`src/rtl/id_ex_stage.sv`:
```
// rtl/id_ex_stage.sv - ID/EX pipeline register with load-use hazard detection
//
// Captures decoded control and operands from decode and presents them to
// execute one cycle later. Detects load-use hazards against the instruction
// in EX and applies the bubble/flush/hold policy. It also drives stall and
// flush requests back to the PC and the IF/ID register.
//
// Optional feature macro: HAZARD_CNT_EN. When defined, it adds the BubbleCnt
// and FlushCnt event counters.
//
// Ports:
//   clk, rst                     clock, synchronous active-high reset
//   CtrlD / CtrlE                packed control bundle
//                                {RegWrite, ResultSrc, MemWrite, Jump, Branch,
//                                 ALUctrl[2:0], ALUsrc, MUXJUMP, JUMPRT, BranchMUX}
//   ValidD / ValidE              slot holds a real instruction
//   RD1*, RD2*, PC*, ImmExt*,
//   PCPlus4*                     operand/address data, decode -> execute
//   Rs1*, Rs2*, Rd*              register specifiers, decode -> execute
//   PCSrcE                       taken branch/jump resolved in EX
//   HoldIn                       external stall, freezes this stage
//   StallF, StallD               hold PC / hold IF/ID
//   FlushD                       clear IF/ID
//   BubbleCnt, FlushCnt          (HAZARD_CNT_EN only) hazard event counters
module id_ex_stage #(
  parameter int DATA_WIDTH     = 32,
  parameter int REG_ADDR_WIDTH = 5,
  parameter int CTRL_WIDTH     = 12
) (
  input  logic                      clk,
  input  logic                      rst,
  input  logic [CTRL_WIDTH-1:0]     CtrlD,
  input  logic                      ValidD,
  input  logic [DATA_WIDTH-1:0]     RD1D,
  input  logic [DATA_WIDTH-1:0]     RD2D,
  input  logic [DATA_WIDTH-1:0]     PCD,
  input  logic [DATA_WIDTH-1:0]     ImmExtD,
  input  logic [DATA_WIDTH-1:0]     PCPlus4D,
  input  logic [REG_ADDR_WIDTH-1:0] Rs1D,
  input  logic [REG_ADDR_WIDTH-1:0] Rs2D,
  input  logic [REG_ADDR_WIDTH-1:0] RdD,
  input  logic                      PCSrcE,
  input  logic                      HoldIn,
  output logic [CTRL_WIDTH-1:0]     CtrlE,
  output logic                      ValidE,
  output logic [DATA_WIDTH-1:0]     RD1E,
  output logic [DATA_WIDTH-1:0]     RD2E,
  output logic [DATA_WIDTH-1:0]     PCE,
  output logic [DATA_WIDTH-1:0]     ImmExtE,
  output logic [DATA_WIDTH-1:0]     PCPlus4E,
  output logic [REG_ADDR_WIDTH-1:0] Rs1E,
  output logic [REG_ADDR_WIDTH-1:0] Rs2E,
  output logic [REG_ADDR_WIDTH-1:0] RdE,
  output logic                      StallF,
  output logic                      StallD,
  output logic                      FlushD
`ifdef HAZARD_CNT_EN
  ,
  output logic [31:0]               BubbleCnt,
  output logic [31:0]               FlushCnt
`endif
);

  // ResultSrc is the second-highest bit of the control bundle; it marks a load.
  localparam int RESULT_SRC_BIT = CTRL_WIDTH - 2;

  logic ld_use;
  logic load_bubble;

  // Conservative compare: any register match is a hazard, whether or not the
  // decode instruction actually reads that source. x0 is never a dependence.
  assign ld_use = ValidE & CtrlE[RESULT_SRC_BIT] & (RdE != '0) & ValidD &
                  ((RdE == Rs1D) | (RdE == Rs2D));

  assign FlushD = PCSrcE;
  // A taken branch discards the decode instruction, so it cannot stall on it.
  assign StallF = (ld_use & ~PCSrcE) | HoldIn;
  assign StallD = StallF;

  // Hold beats both flush and load-use. A pending flush is applied on the
  // first non-held edge because PCSrcE stays asserted from EX.
  assign load_bubble = ~HoldIn & (PCSrcE | ld_use);

  always_ff @(posedge clk) begin
    if (rst || load_bubble) begin
      CtrlE    <= '0;
      ValidE   <= 1'b0;
      RD1E     <= '0;
      RD2E     <= '0;
      PCE      <= '0;
      ImmExtE  <= '0;
      PCPlus4E <= '0;
      Rs1E     <= '0;
      Rs2E     <= '0;
      RdE      <= '0;
    end else if (!HoldIn) begin
      CtrlE    <= ValidD ? CtrlD : '0;
      ValidE   <= ValidD;
      RD1E     <= RD1D;
      RD2E     <= RD2D;
      PCE      <= PCD;
      ImmExtE  <= ImmExtD;
      PCPlus4E <= PCPlus4D;
      Rs1E     <= Rs1D;
      Rs2E     <= Rs2D;
      RdE      <= RdD;
    end
  end

`ifdef HAZARD_CNT_EN
  // Both counters wrap naturally and are frozen while HoldIn is asserted.
  always_ff @(posedge clk) begin
    if (rst) begin
      BubbleCnt <= '0;
      FlushCnt  <= '0;
    end else if (!HoldIn) begin
      if (PCSrcE)
        FlushCnt <= FlushCnt + 32'd1;
      else if (ld_use)
        BubbleCnt <= BubbleCnt + 32'd1;
    end
  end
`endif

endmodule

```
`config.mk`:
```
export PLATFORM = sky130hd
export DESIGN_NAME = id_ex_stage
export DESIGN_NICKNAME = d
export VERILOG_FILES = /design/src/rtl/id_ex_stage.sv
export SDC_FILE = /design/constraint.sdc
export NUM_CORES = 1
export LEC_CHECK = 0
export ABC_CLOCK_PERIOD_IN_PS = 5390
export BUFFER_PORTS_ARGS = -buffer_cell sky130_fd_sc_hd__buf_2
export CAP_MARGIN = 10
export CORE_AREA = 8 8 144 146
export CTS_BUF_LIST = sky130_fd_sc_hd__clkbuf_8
export DETAILED_ROUTE_END_ITERATION = 7
export DIE_AREA = 0 0 152 154
export PLACE_DENSITY = 0.75
export SYNTH_ARGS = -nofsm -noshare
export SYNTH_HDL_FRONTEND = slang
export SYNTH_SLANG_ARGS = --single-unit
```
`constraint.sdc`:
```
create_clock -name clk -period 5.39 [get_ports clk]
set_input_delay 0.539 -clock clk [delete_from_list [all_inputs] [get_ports clk]]
set_output_delay 0.539 -clock clk [all_outputs]
set_load 0.03 [all_outputs]
```
# [Word level (Yosys, flattened, before mapping)]
# Index checks and enable logic that the tools add are counted.
[totals] ff_bits=188 inputBits=192 word_cells=26
[op_classes] mux=1 bitwise_logic=11 n_eq_ne=2 n_reduce_logical=2
[ops] operator="two-way mux 12 bit" n=1
[ops] operator="== test 5 bit" n=2
[ops] operator="AND 1 bit" n=6
[ops] operator="nonzero test 5 bit" n=1
[ops] operator="OR 1 bit" n=3
[ops] operator="inverter 1 bit" n=2
[ops] operator="logical OR 1 bit" n=1

# [Logic depth before layout (Yosys ltp)]
# Gate-level depths: netlist of run 1.
[logic_depth] word_depth=7 depth_mapped=8

# [Worst setup path before layout of run 1]
# OpenSTA, ideal clock, no wires.
[synth_path] path_type="register to output" start="reg RdE[4]" end="out StallF" t_arrival_ns=2.184 path_stages_with_launch=9 path_slack_ns=2.667 required_ns=4.851 cell_sequence="dfxtp_1 -> xnor2_1 -> nand3_1 -> o22ai_2 -> buf_2 -> buf_2 -> buf_2 -> a21o_1 -> buf_4"
[synth_via] elab_chain_len=6 elab_cells_between_ends=9 classes_between="2 x eq/ne; 6 x bitwise; 1 x reduce/logical"
[synth_lines] item="from (decl)" line="53" source="output logic [REG_ADDR_WIDTH-1:0] RdE,"
[synth_lines] item="from (signal assigned)" line="106" source="RdE <= RdD;"
[synth_lines] item="nonzero test 5 bit" line="72" source="assign ld_use = ValidE & CtrlE[RESULT_SRC_BIT] & (RdE != '0) & ValidD &"
[synth_lines] item="AND 1 bit (2 in series)" line="72"
[synth_lines] item="AND 1 bit *" line="72"
[synth_lines] item="AND 1 bit *" line="77" source="assign StallF = (ld_use & ~PCSrcE) | HoldIn;"
[synth_lines] item="OR 1 bit *" line="77"
[synth_lines] item="to (decl)" line="54" source="output logic StallF,"
# Every way passes the cells marked *; elsewhere a longest branch is shown, timed or not.

# [Final worst setup path of run 1]
# Same ends and word-level chain as after synthesis.

==> impl_metrics.csv, run 1 <==
group,metric,value,unit
status,status,"complete, no violations",
job,max_cap_viol_count,0,
power,max-vdd-ir-drop,0.0001706,V
clock_network,post-cts-setup-buffers,0,
sta,finalSetupTns,0,ns
place,place_area,9630,µm²
die,initial_utilization,42.07,%
die,num_rows,50,
sta,fin_crit,2.855,ns
cells_and_area,final_common_cell,"buf_2",
worst_setup_path,crit_slowest_cell,"o22ai_4",
sta,rsz0062_at_grt,"false",
clock_network,path_clk_slew,0.10,ns
die,die_h,154,µm
yosys,synth_cell_types,20,
yosys,synthCells,892,
power,p_leak,4.267,nW
sta,setup_violations,0,
worst_setup_path,max_stage_delay,0.63,ns
global_routing,grt_overflow,0,
cells_and_area,area_growth,28.83,%
cells_and_area,fillers,1694,
worst_setup_path,worstPathCellList,"xnor2_1 > nand3_1 > o22ai_4 > a21o_1 > buf_2",
sta,slew-limit-headroom,27.07,%
routing,drtPass1Iterations,5,
clock_network,cts_buffers,17,
worst_setup_path,worstPathArrival,2.32,ns
die,die_area,23410,µm²
routing,first_iter_violations,807,
routing,drtAntennaViolNets,0,
cells_and_area,seq_area,3764,µm²
worst_setup_path,critical_path_class,"reg -> out",
routing,vias_per_cell,5.628,
place,gp_congestion,0.7688,
power,power_density,307.3,nW/µm²
clock_network,clockBufferDepth,2,
worst_setup_path,crit_path_start_kind,"flop",
global_routing,grt_usage,20.81,%
cells_and_area,multi_input_area,3565,µm²
sta,fmax,350.3,MHz
clock_network,cts_tree,"yes",
clock_network,cts.sinks,188,
global_routing,grt_pass1_wl,40.59,mm
yosys,syn-num-nets,1084,
yosys,ys_ff_latch,188,
sta,finalMaxSlewViolations,0,
cells_and_area,nNetsFinal,1387,
clock_network,h-tree-depth,4,
yosys,syn_area,7764,µm²
cells_and_area,stdcell_area,10000,µm²
clock_network,cts_root_buffer,"clkbuf_8",
worst_hold_path,hold_path.class,"in -> reg",
routing,dr_total_vias,8121,
die,core,18460,µm²
sta,finalHoldViolCount,0,
routing,wl_per_cell,18.12,µm
routing,routed_wl,26.15,mm
global_routing,grt_max_degree,216,
global_routing,antenna_found_initial,1,
sta,tightest_slew,1.094,ns
sta,fin_skew,0.01250,ns
power,p_total,3.074,mW
yosys,yosysWarnings,0,
worst_setup_path,path_max_fanout,29,
sta,min_period_over_period,52.97,%
die,die_width,152,µm
clock_network,postCtsHoldBufs,0,
die,io_pins,383,
cells_and_area,fin_util,54.20,%
yosys,avgSynthCellArea,8.704,µm²
clock_network,post_cts_resized,0,
routing,remaining_drc_errors,0,
global_routing,grt_pass1_vias,7302,
worst_setup_path,cp-end-kind,"output port",
clock_network,insertion_delay,0.45,ns
place,hpwl,17.70,mm
worst_setup_path,required,4.85,ns
cells_and_area,most-common-layout-cells,"382 x buf_2, 188 x dfxtp_1, 178 x nand2_1",
place,numPortBuffers,382,
cells_and_area,drive_gt1_share,35.10,%
yosys,seq_area_frac_synth,48.48,%
==> sequential cells by signal, summed over array words and instances, names as in the netlist <==
name      count
CtrlE        12
ImmExtE      32
PCE          32
PCPlus4E     32
RD1E         32
RD2E         32
RdE           5
Rs1E          5
Rs2E          5
ValidE        1
==> power breakdown <==
part           switching [mW]  internal, mW
Clock                   0.517         0.380
Sequential             0.0554          1.49
Combinational           0.434         0.195
==> final timing paths <==
path                      endpoint                 start  depth (start not counted)  slack (ns)
max                         StallF   RdE[4]$_SDFFE_PP0N_                          5        2.53
min          RD2E[11]$_SDFFE_PP0N_              RD2D[11]                          3        0.32
max reg2reg   RD1E[2]$_SDFFE_PP0N_   RdE[0]$_SDFFE_PP0N_                          5        2.90
min reg2reg   RD1E[0]$_SDFFE_PP0N_  RD1E[0]$_SDFFE_PP0N_                          2        0.47
==> synthesized netlist by cell type (all sizes together) <==
master | number | area share [%]
a22oi | 12 | 1.2
nand2 | 178 | 8.6
clkbuf | 80 | 3.9
and3 | 13 | 1.0
a21o | 1 | 0.097
nor2b | 1 | 0.081
o21ai | 189 | 12
o22ai | 1 | 0.16
buf | 26 | 2.1
a32oi | 176 | 20
xnor2 | 10 | 1.1
nor2 | 1 | 0.048
or4 | 1 | 0.097
nor3 | 1 | 0.13
nand3 | 14 | 0.90
dfxtp | 188 | 48
==> metrics by stage <==
stage / hold slack (ns) / setup WS [ns] / cells
after detailed placement: 0.4477 / 2.707 / 1410
after floorplan: 0.6580 / 2.667 / 892
after global routing: 0.2862 / 2.369 / 1443
after CTS: 0.2865 / 2.449 / 1442
final: 0.3240 / 2.535 / 1443
after global placement: 0.4419 / 2.740 / 1410
==> kinds of logic (layout without fill, tap and decap cells) <==
| family | count (synthesis) | after routing | synth area share (%) |
|---|---|---|---|
| flops | 188 | 188 | 48.48 |
| compound gates | 379 | 379 | 33.51 |
| buf+inv | 106 | 422 | 5.979 |
| xor+xnor | 10 | 10 | 1.128 |
| simple gates | 209 | 209 | 10.91 |
| other cells | 0 | 1 | 0 |
==> cell type report <==
class                   count  area share, %
multi-input cells         598          35.64
flip-flops and latches    188          37.63
well taps                 234          2.927
diodes                      1        0.02502
repair buffers            390          20.09
clock buffers              18          2.477
clock inverters            14          1.213
==> layer usage <==
layer  vias to the layer above  global-route usage [%]  share of wire (%)
li1                       3981                       -                  -
met5                         -                       0                  0
met3                        38                   6.867                8.1
met4                         0                   7.806                2.4
met2                       338                   34.71                 50
met1                      3764                   24.52                 40
==> critical path, delay by kind of cell (launching register included) <==
family	cells	cell delay (ns)
buffers and inverters	1	0.21
DFF	1	0.48
xor gates and xnor gates	1	0.17
AOI/OAI and AO/OA	2	0.86
and+or+nand+nor	1	0.15
No activity file was read; power rests on OpenSTA's default activity.
==> run 2, diff against run 1 <==
ABC_CLOCK_PERIOD_IN_PS = 2500   (was 5390)
CORE_AREA = default   (was 8 8 144 146)
CORE_MARGIN = 8   (was default)
CORE_UTILIZATION = 43   (was default)
DIE_AREA = default   (was 0 0 152 154)
PLACE_DENSITY = 0.79   (was 0.75)
clock period = 2.5 ns   (was 5.39 ns; I/O delays follow)
==> run 2 against run 1 <==
  * Clock skew about the same
  * Total power is 130% higher
  * Cell area up 3.9%
  * Die area shrank 3.4%
  * Sequential share of layout area fell by 1.4 points
  * Wire length is 2.2% higher
  * Critical path depth stayed put
  * Final cell count grew 1.2%
  * Non-clock buffer count increased by 18
  * Worst hold slack got worse by 0.29 ns
  * Flip-flop and latch count unchanged
  * Critical path type unchanged
==> impl_metrics.csv, run 2 (synthesis results as in run 1) <==
group,metric,value,unit
sta,min_period_over_period,92.41,%
global_routing,grt_overflow,0,
worst_setup_path,reg2reg_slack,0.48,ns
worst_hold_path,worstHoldStart,"RD1D[15]",
routing,routed_wl,26.71,mm
routing,dr_total_vias,8312,
job,max_cap_viol_count,0,
worst_setup_path,path_max_fanout,5,
worst_setup_path,required,2.25,ns
clock_network,h-tree-depth,4,
worst_setup_path,critical_path_class,"reg -> out",
die,die_area,22610,µm²
sta,finalSetupTns,0,ns
worst_hold_path,whs_endpoint,"RD1E[15]$_SDFFE_PP0N_",
clock_network,cts_buffers,17,
power,power_density,693.0,nW/µm²
worst_setup_path,r2r_cells,6,
worst_hold_path,whs_path_depth,3,
power,p_total,7.199,mW
clock_network,cts.sinks,188,
clock_network,insertion_delay,0.45,ns
cells_and_area,final_common_cell,"buf_2",
place,gp_congestion,0.8042,
power,max-vdd-ir-drop,0.0003529,V
routing,wl_per_cell,18.30,µm
routing,vias_per_cell,5.693,
clock_network,path_clk_slew,0.10,ns
clock_network,post-cts-setup-buffers,0,
die,initial_utilization,43.52,%
sta,fin_skew,0.01245,ns
clock_network,cts_tree,"yes",
sta,fin_crit,2.310,ns
die,io_pins,383,
global_routing,antenna_found_initial,2,
sta,slew-limit-headroom,66.84,%
sta,fmax,432.8,MHz
routing,remaining_drc_errors,0,
sta,finalMaxSlewViolations,0,
worst_setup_path,cp-end-kind,"output port",
worst_setup_path,crit_path_start_kind,"flop",
die,num_rows,49,
routing,first_iter_violations,523,
cells_and_area,drive_gt1_share,35.84,%
sta,finalHoldViolCount,0,
place,dp_slack,0.4994,ns
clock_network,cts_root_buffer,"clkbuf_8",
worst_setup_path,worstPathArrival,2.06,ns
routing,drtAntennaViolNets,0,
status,status,"complete, no violations",
cells_and_area,most-common-layout-cells,"382 x buf_2, 188 x dfxtp_1, 178 x nand2_1",
power,p_leak,4.458,nW
die,die_h,150.4,µm
cells_and_area,fin_util,58.23,%
worst_hold_path,hold_path.class,"in -> reg",
routing,drtPass1Iterations,5,
place,hpwl,18.75,mm
sta,setup_ws,0.1897,ns
global_routing,grt_max_degree,106,
sta,setup_violations,0,
sta,rsz0062_at_grt,"false",
die,core,17840,µm²
cells_and_area,area_growth,33.81,%
die,die_width,150.4,µm
global_routing,grt_pass1_wl,40.70,mm
global_routing,grt_usage,22.20,%
clock_network,clockBufferDepth,2,
worst_setup_path,worstReg2RegStart,"RdE[0]$_SDFFE_PP0N_",
cells_and_area,nNetsFinal,1405,
global_routing,grt_pass1_vias,7608,
cells_and_area,fillers,1590,
sta,tightest_slew,0.4974,ns
place,numPortBuffers,382,
worst_setup_path,worstReg2RegEnd,"ImmExtE[7]$_SDFFE_PP0N_",
run 2: power breakdown:
group	switching [mW]	leakage, nW	internal [mW]
clock network	1.11	0.252	1.36
registers	0.120	1.55	3.22
logic	0.946	2.66	0.446
total	2.18	4.46	5.02
run 2: timing repair:
item                                    CTS  global route
resized for setup                         0             0
hold endpoints to repair                  3             0
endpoints found under the setup margin    0             0
hold buffers                              3             0
run 2: area by class of cell:
type | count | area (µm²) | share of cell area (%)
Timing Repair Buffer | 408 | 2265 | 21.80
Clock inverter | 12 | 232.7 | 2.240
Tap cell | 229 | 286.5 | 2.758
Clock buffer | 19 | 261.5 | 2.517
Multi-Input combinational cell | 598 | 3565 | 34.31
Sequential cell | 188 | 3764 | 36.23
Antenna cell | 6 | 15.01 | 0.1445
run 2: critical path, cell delays in order, from the launching register on:
cell	delay (ns)
dfxtp_1	0.37
or4_1	0.59
o21ai_4	0.19
nor2_1	0.07
a21o_1	0.21
buf_2	0.18
run 2: per-layer routing:
layer | vias to the layer above | part of all wire, % | global-route usage, %
met5 | - | 0 | 0
met4 | 0 | 3.4 | 11.19
met3 | 54 | 9.1 | 7.003
met2 | 332 | 50 | 35.87
met1 | 3888 | 38 | 26.13
li1 | 4038 | - | -
run 2: how the worst max path moves through the flow:
stage / slack (ns) / from / cells after the start / to
floorplan: 0.07 / RdE[4]$_SDFFE_PP0N_ / 8 / StallF
global placement: 0.57 / RdE[0]$_SDFFE_PP0N_ / 6 / PCE[21]$_SDFFE_PP0N_
detailed placement: 0.50 / RdE[0]$_SDFFE_PP0N_ / 6 / ImmExtE[7]$_SDFFE_PP0N_
CTS: 0.14 / RdE[0]$_SDFFE_PP0N_ / 5 / StallF
global route: 0.09 / RdE[0]$_SDFFE_PP0N_ / 5 / StallF
finish: 0.19 / RdE[0]$_SDFFE_PP0N_ / 5 / StallF
run 2: metrics by stage:
stage               cell area [µm²]  hold slack (ns)  std cells
global route                  10380        0.0004564       1456
CTS                           10370         0.001375       1454
global placement               9849           0.4418       1420
floorplan                      7764           0.3826        892
detailed placement             9849           0.4475       1420
finish                        10390          0.03414       1460
==> run 3, diff against run 2 <==
CELL_PAD_IN_SITES_DETAIL_PLACEMENT = 1   (was default)
CELL_PAD_IN_SITES_GLOBAL_PLACEMENT = 2   (was default)
CORE_UTILIZATION = 23   (was 43)
PLACE_DENSITY = 0.77   (was 0.79)
==> run 3 against run 2 <==
  * Sequential share of layout area fell by 5.7 points
  * Fmax fell by 2.8%
  * Total power is 1.4% lower
  * Critical path type unchanged
  * Largest cell class is now buffers
  * Largest power group unchanged
  * Highest routed layer unchanged
==> impl_metrics.csv, run 3 (synthesis results as in run 1) <==
group,metric,value,unit
cells_and_area,final_cells,1859,
worst_setup_path,crit_buf_inv,2,
die,io_pins,383,
worst_setup_path,worstReg2RegStart,"RdE[0]$_SDFFE_PP0N_",
sta,fmax,420.7,MHz
place,numPortBuffers,382,
worst_setup_path,critPathTopFamily,"simple AND/OR/NAND/NOR gates",
routing,drtAntennaViolNets,0,
die,die_area,39890,µm²
clock_network,path_clk_slew,0.09,ns
place,gp_congestion,0.7383,
worst_setup_path,reg2reg_slack,0.47,ns
routing,routed_wl,34.82,mm
clock_network,cts_root_buffer,"clkbuf_8",
worst_setup_path,crit_path_start_kind,"flop",
worst_setup_path,max_stage_delay,0.57,ns
worst_hold_path,worstHoldStart,"Rs1D[1]",
worst_setup_path,required,2.25,ns
sta,finalSetupTns,0,ns
power,power_density,574.9,nW/µm²
worst_setup_path,path_max_fanout,5,
clock_network,cts_tree,"yes",
status,status,"complete, no violations",
die,core,33360,µm²
worst_setup_path,worstPathCellList,"or4_4 > o21ai_4 > buf_6 > nor2_1 > a21o_1 > clkbuf_4",
worst_setup_path,worstPathArrival,2.13,ns
clock_network,h-tree-depth,4,
sta,fin_skew,0.01782,ns
routing,vias_per_cell,4.971,
die,die_width,199.7,µm
job,max_cap_viol_count,0,
cells_and_area,area_growth,58.97,%
worst_setup_path,cp.depth,6,
cells_and_area,stdcell_area,12340,µm²
routing,first_iter_violations,369,
clock_network,cts_buffers,17,
worst_hold_path,whs_endpoint,"Rs1E[1]$_SDFFE_PP0N_",
worst_setup_path,critical_path_class,"reg -> out",
die,num_rows,67,
cells_and_area,seq_area,3769,µm²
worst_setup_path,r2r_cells,6,
sta,finalMaxSlewViolations,0,
power,p_leak,5.153,nW
die,die_h,199.7,µm
cells_and_area,drive_gt1_share,31.72,%
sta,finalHoldViolCount,0,
sta,fin_crit,2.377,ns
routing,remaining_drc_errors,0,
clock_network,insertion_delay,0.48,ns
routing,wl_per_cell,18.73,µm
cells_and_area,most-common-layout-cells,"381 x buf_2, 184 x dfxtp_1, 183 x dlygate4sd3_1",
routing,dr_total_vias,9241,
cells_and_area,multi_input_area,3576,µm²
clock_network,clockBufferDepth,2,
global_routing,antenna_found_initial,4,
sta,slew-limit-headroom,55.46,%
worst_setup_path,cp-end-kind,"output port",
worst_hold_path,whs_path_depth,3,
cells_and_area,final_common_cell,"buf_2",
routing,drtPass1Iterations,4,
die,initial_utilization,23.27,%
worst_setup_path,crit_slowest_cell,"or4_4",
sta,setup_violations,0,
place,placedCellCount,1637,
place,hpwl,22.59,mm
power,max-vdd-ir-drop,0.0003325,V
worst_setup_path,critPathLaunch,"RdE[0]$_SDFFE_PP0N_",
global_routing,grt_overflow,0,
worst_setup_path,worstReg2RegEnd,"PCE[9]$_SDFFE_PP0N_",
global_routing,grt_pass1_wl,53.30,mm
sta,rsz0062_at_grt,"false",
sta,min_period_over_period,95.08,%
global_routing,grt_pass1_vias,9716,
cells_and_area,fillers,4024,
sta,tightest_slew,0.6682,ns
worst_hold_path,hold_path.class,"in -> reg",
power,p_total,7.095,mW
place,place_area,10070,µm²
global_routing,grt_usage,16.59,%
clock_network,cts.sinks,188,
cells_and_area,nNetsFinal,1586,
global_routing,grt_max_degree,141,
## run 3: changes by cell type in the layout (fill, tap and decap cells not counted), sizes merged
cell	previous run	this run
clkbuf	19	18
clkinvlp	0	1
diode	6	5
dlygate4sd3	3	183
clkinv	1	6
bufinv	6	2
## run 3: where the power goes
group,internal [mW],switching [mW]
Sequential,3.22,0.124
Combinational,0.632,1.04
Clock,0.888,1.19
Total,4.74,2.36
## run 3: per-stage QoR
stage	hold WS [ns]	setup slack, ns	utilization [%]
floorplan	0.3826	0.06554	-
global placement	0.4426	0.4907	30.18
detailed placement	0.4527	0.4644	30.18
CTS	0.0002401	0.006121	36.85
global route	0.02496	0.009609	36.98
finish	0.06561	0.1230	36.99
## run 3: worst max-delay path by stage
stage and to:
2_1_floorplan StallF, 3_3_place_gp StallD, 3_5_place_dp StallF, 4_1_cts StallF, 5_1_grt StallF, 6_report StallF
## run 3: final cells by class
class                   instances  share of cell area (%)
clock buffers                  17                   1.896
flip-flops and latches        188                   30.54
repair buffers                589                   32.79
well taps                     448                   4.542
diodes                          5                  0.1014
multi-input cells             598                   28.97
clock inverters                14                   1.166
## run 3: tightest hold or removal path: stages
cell,delay (ns)
buf_2,0.13
nand2_1,0.05
o21ai_0,0.06
## run 3: per-layer routing
metal	share of wire, %	track usage (%)	vias to the layer above
met4	3.4	7.929	0
met5	0	0	-
met3	5.6	3.991	61
met2	50	29.03	274
li1	-	-	4387
met1	41	18.80	4519
## run 3: timing repair
item	in CTS	in global routing
setup buffers	0	3
resized for setup	5	4
pin swaps	0	1
hold endpoints to repair	183	0
setup endpoints to repair	2	2
hold buffers	183	0
gates cloned	0	0
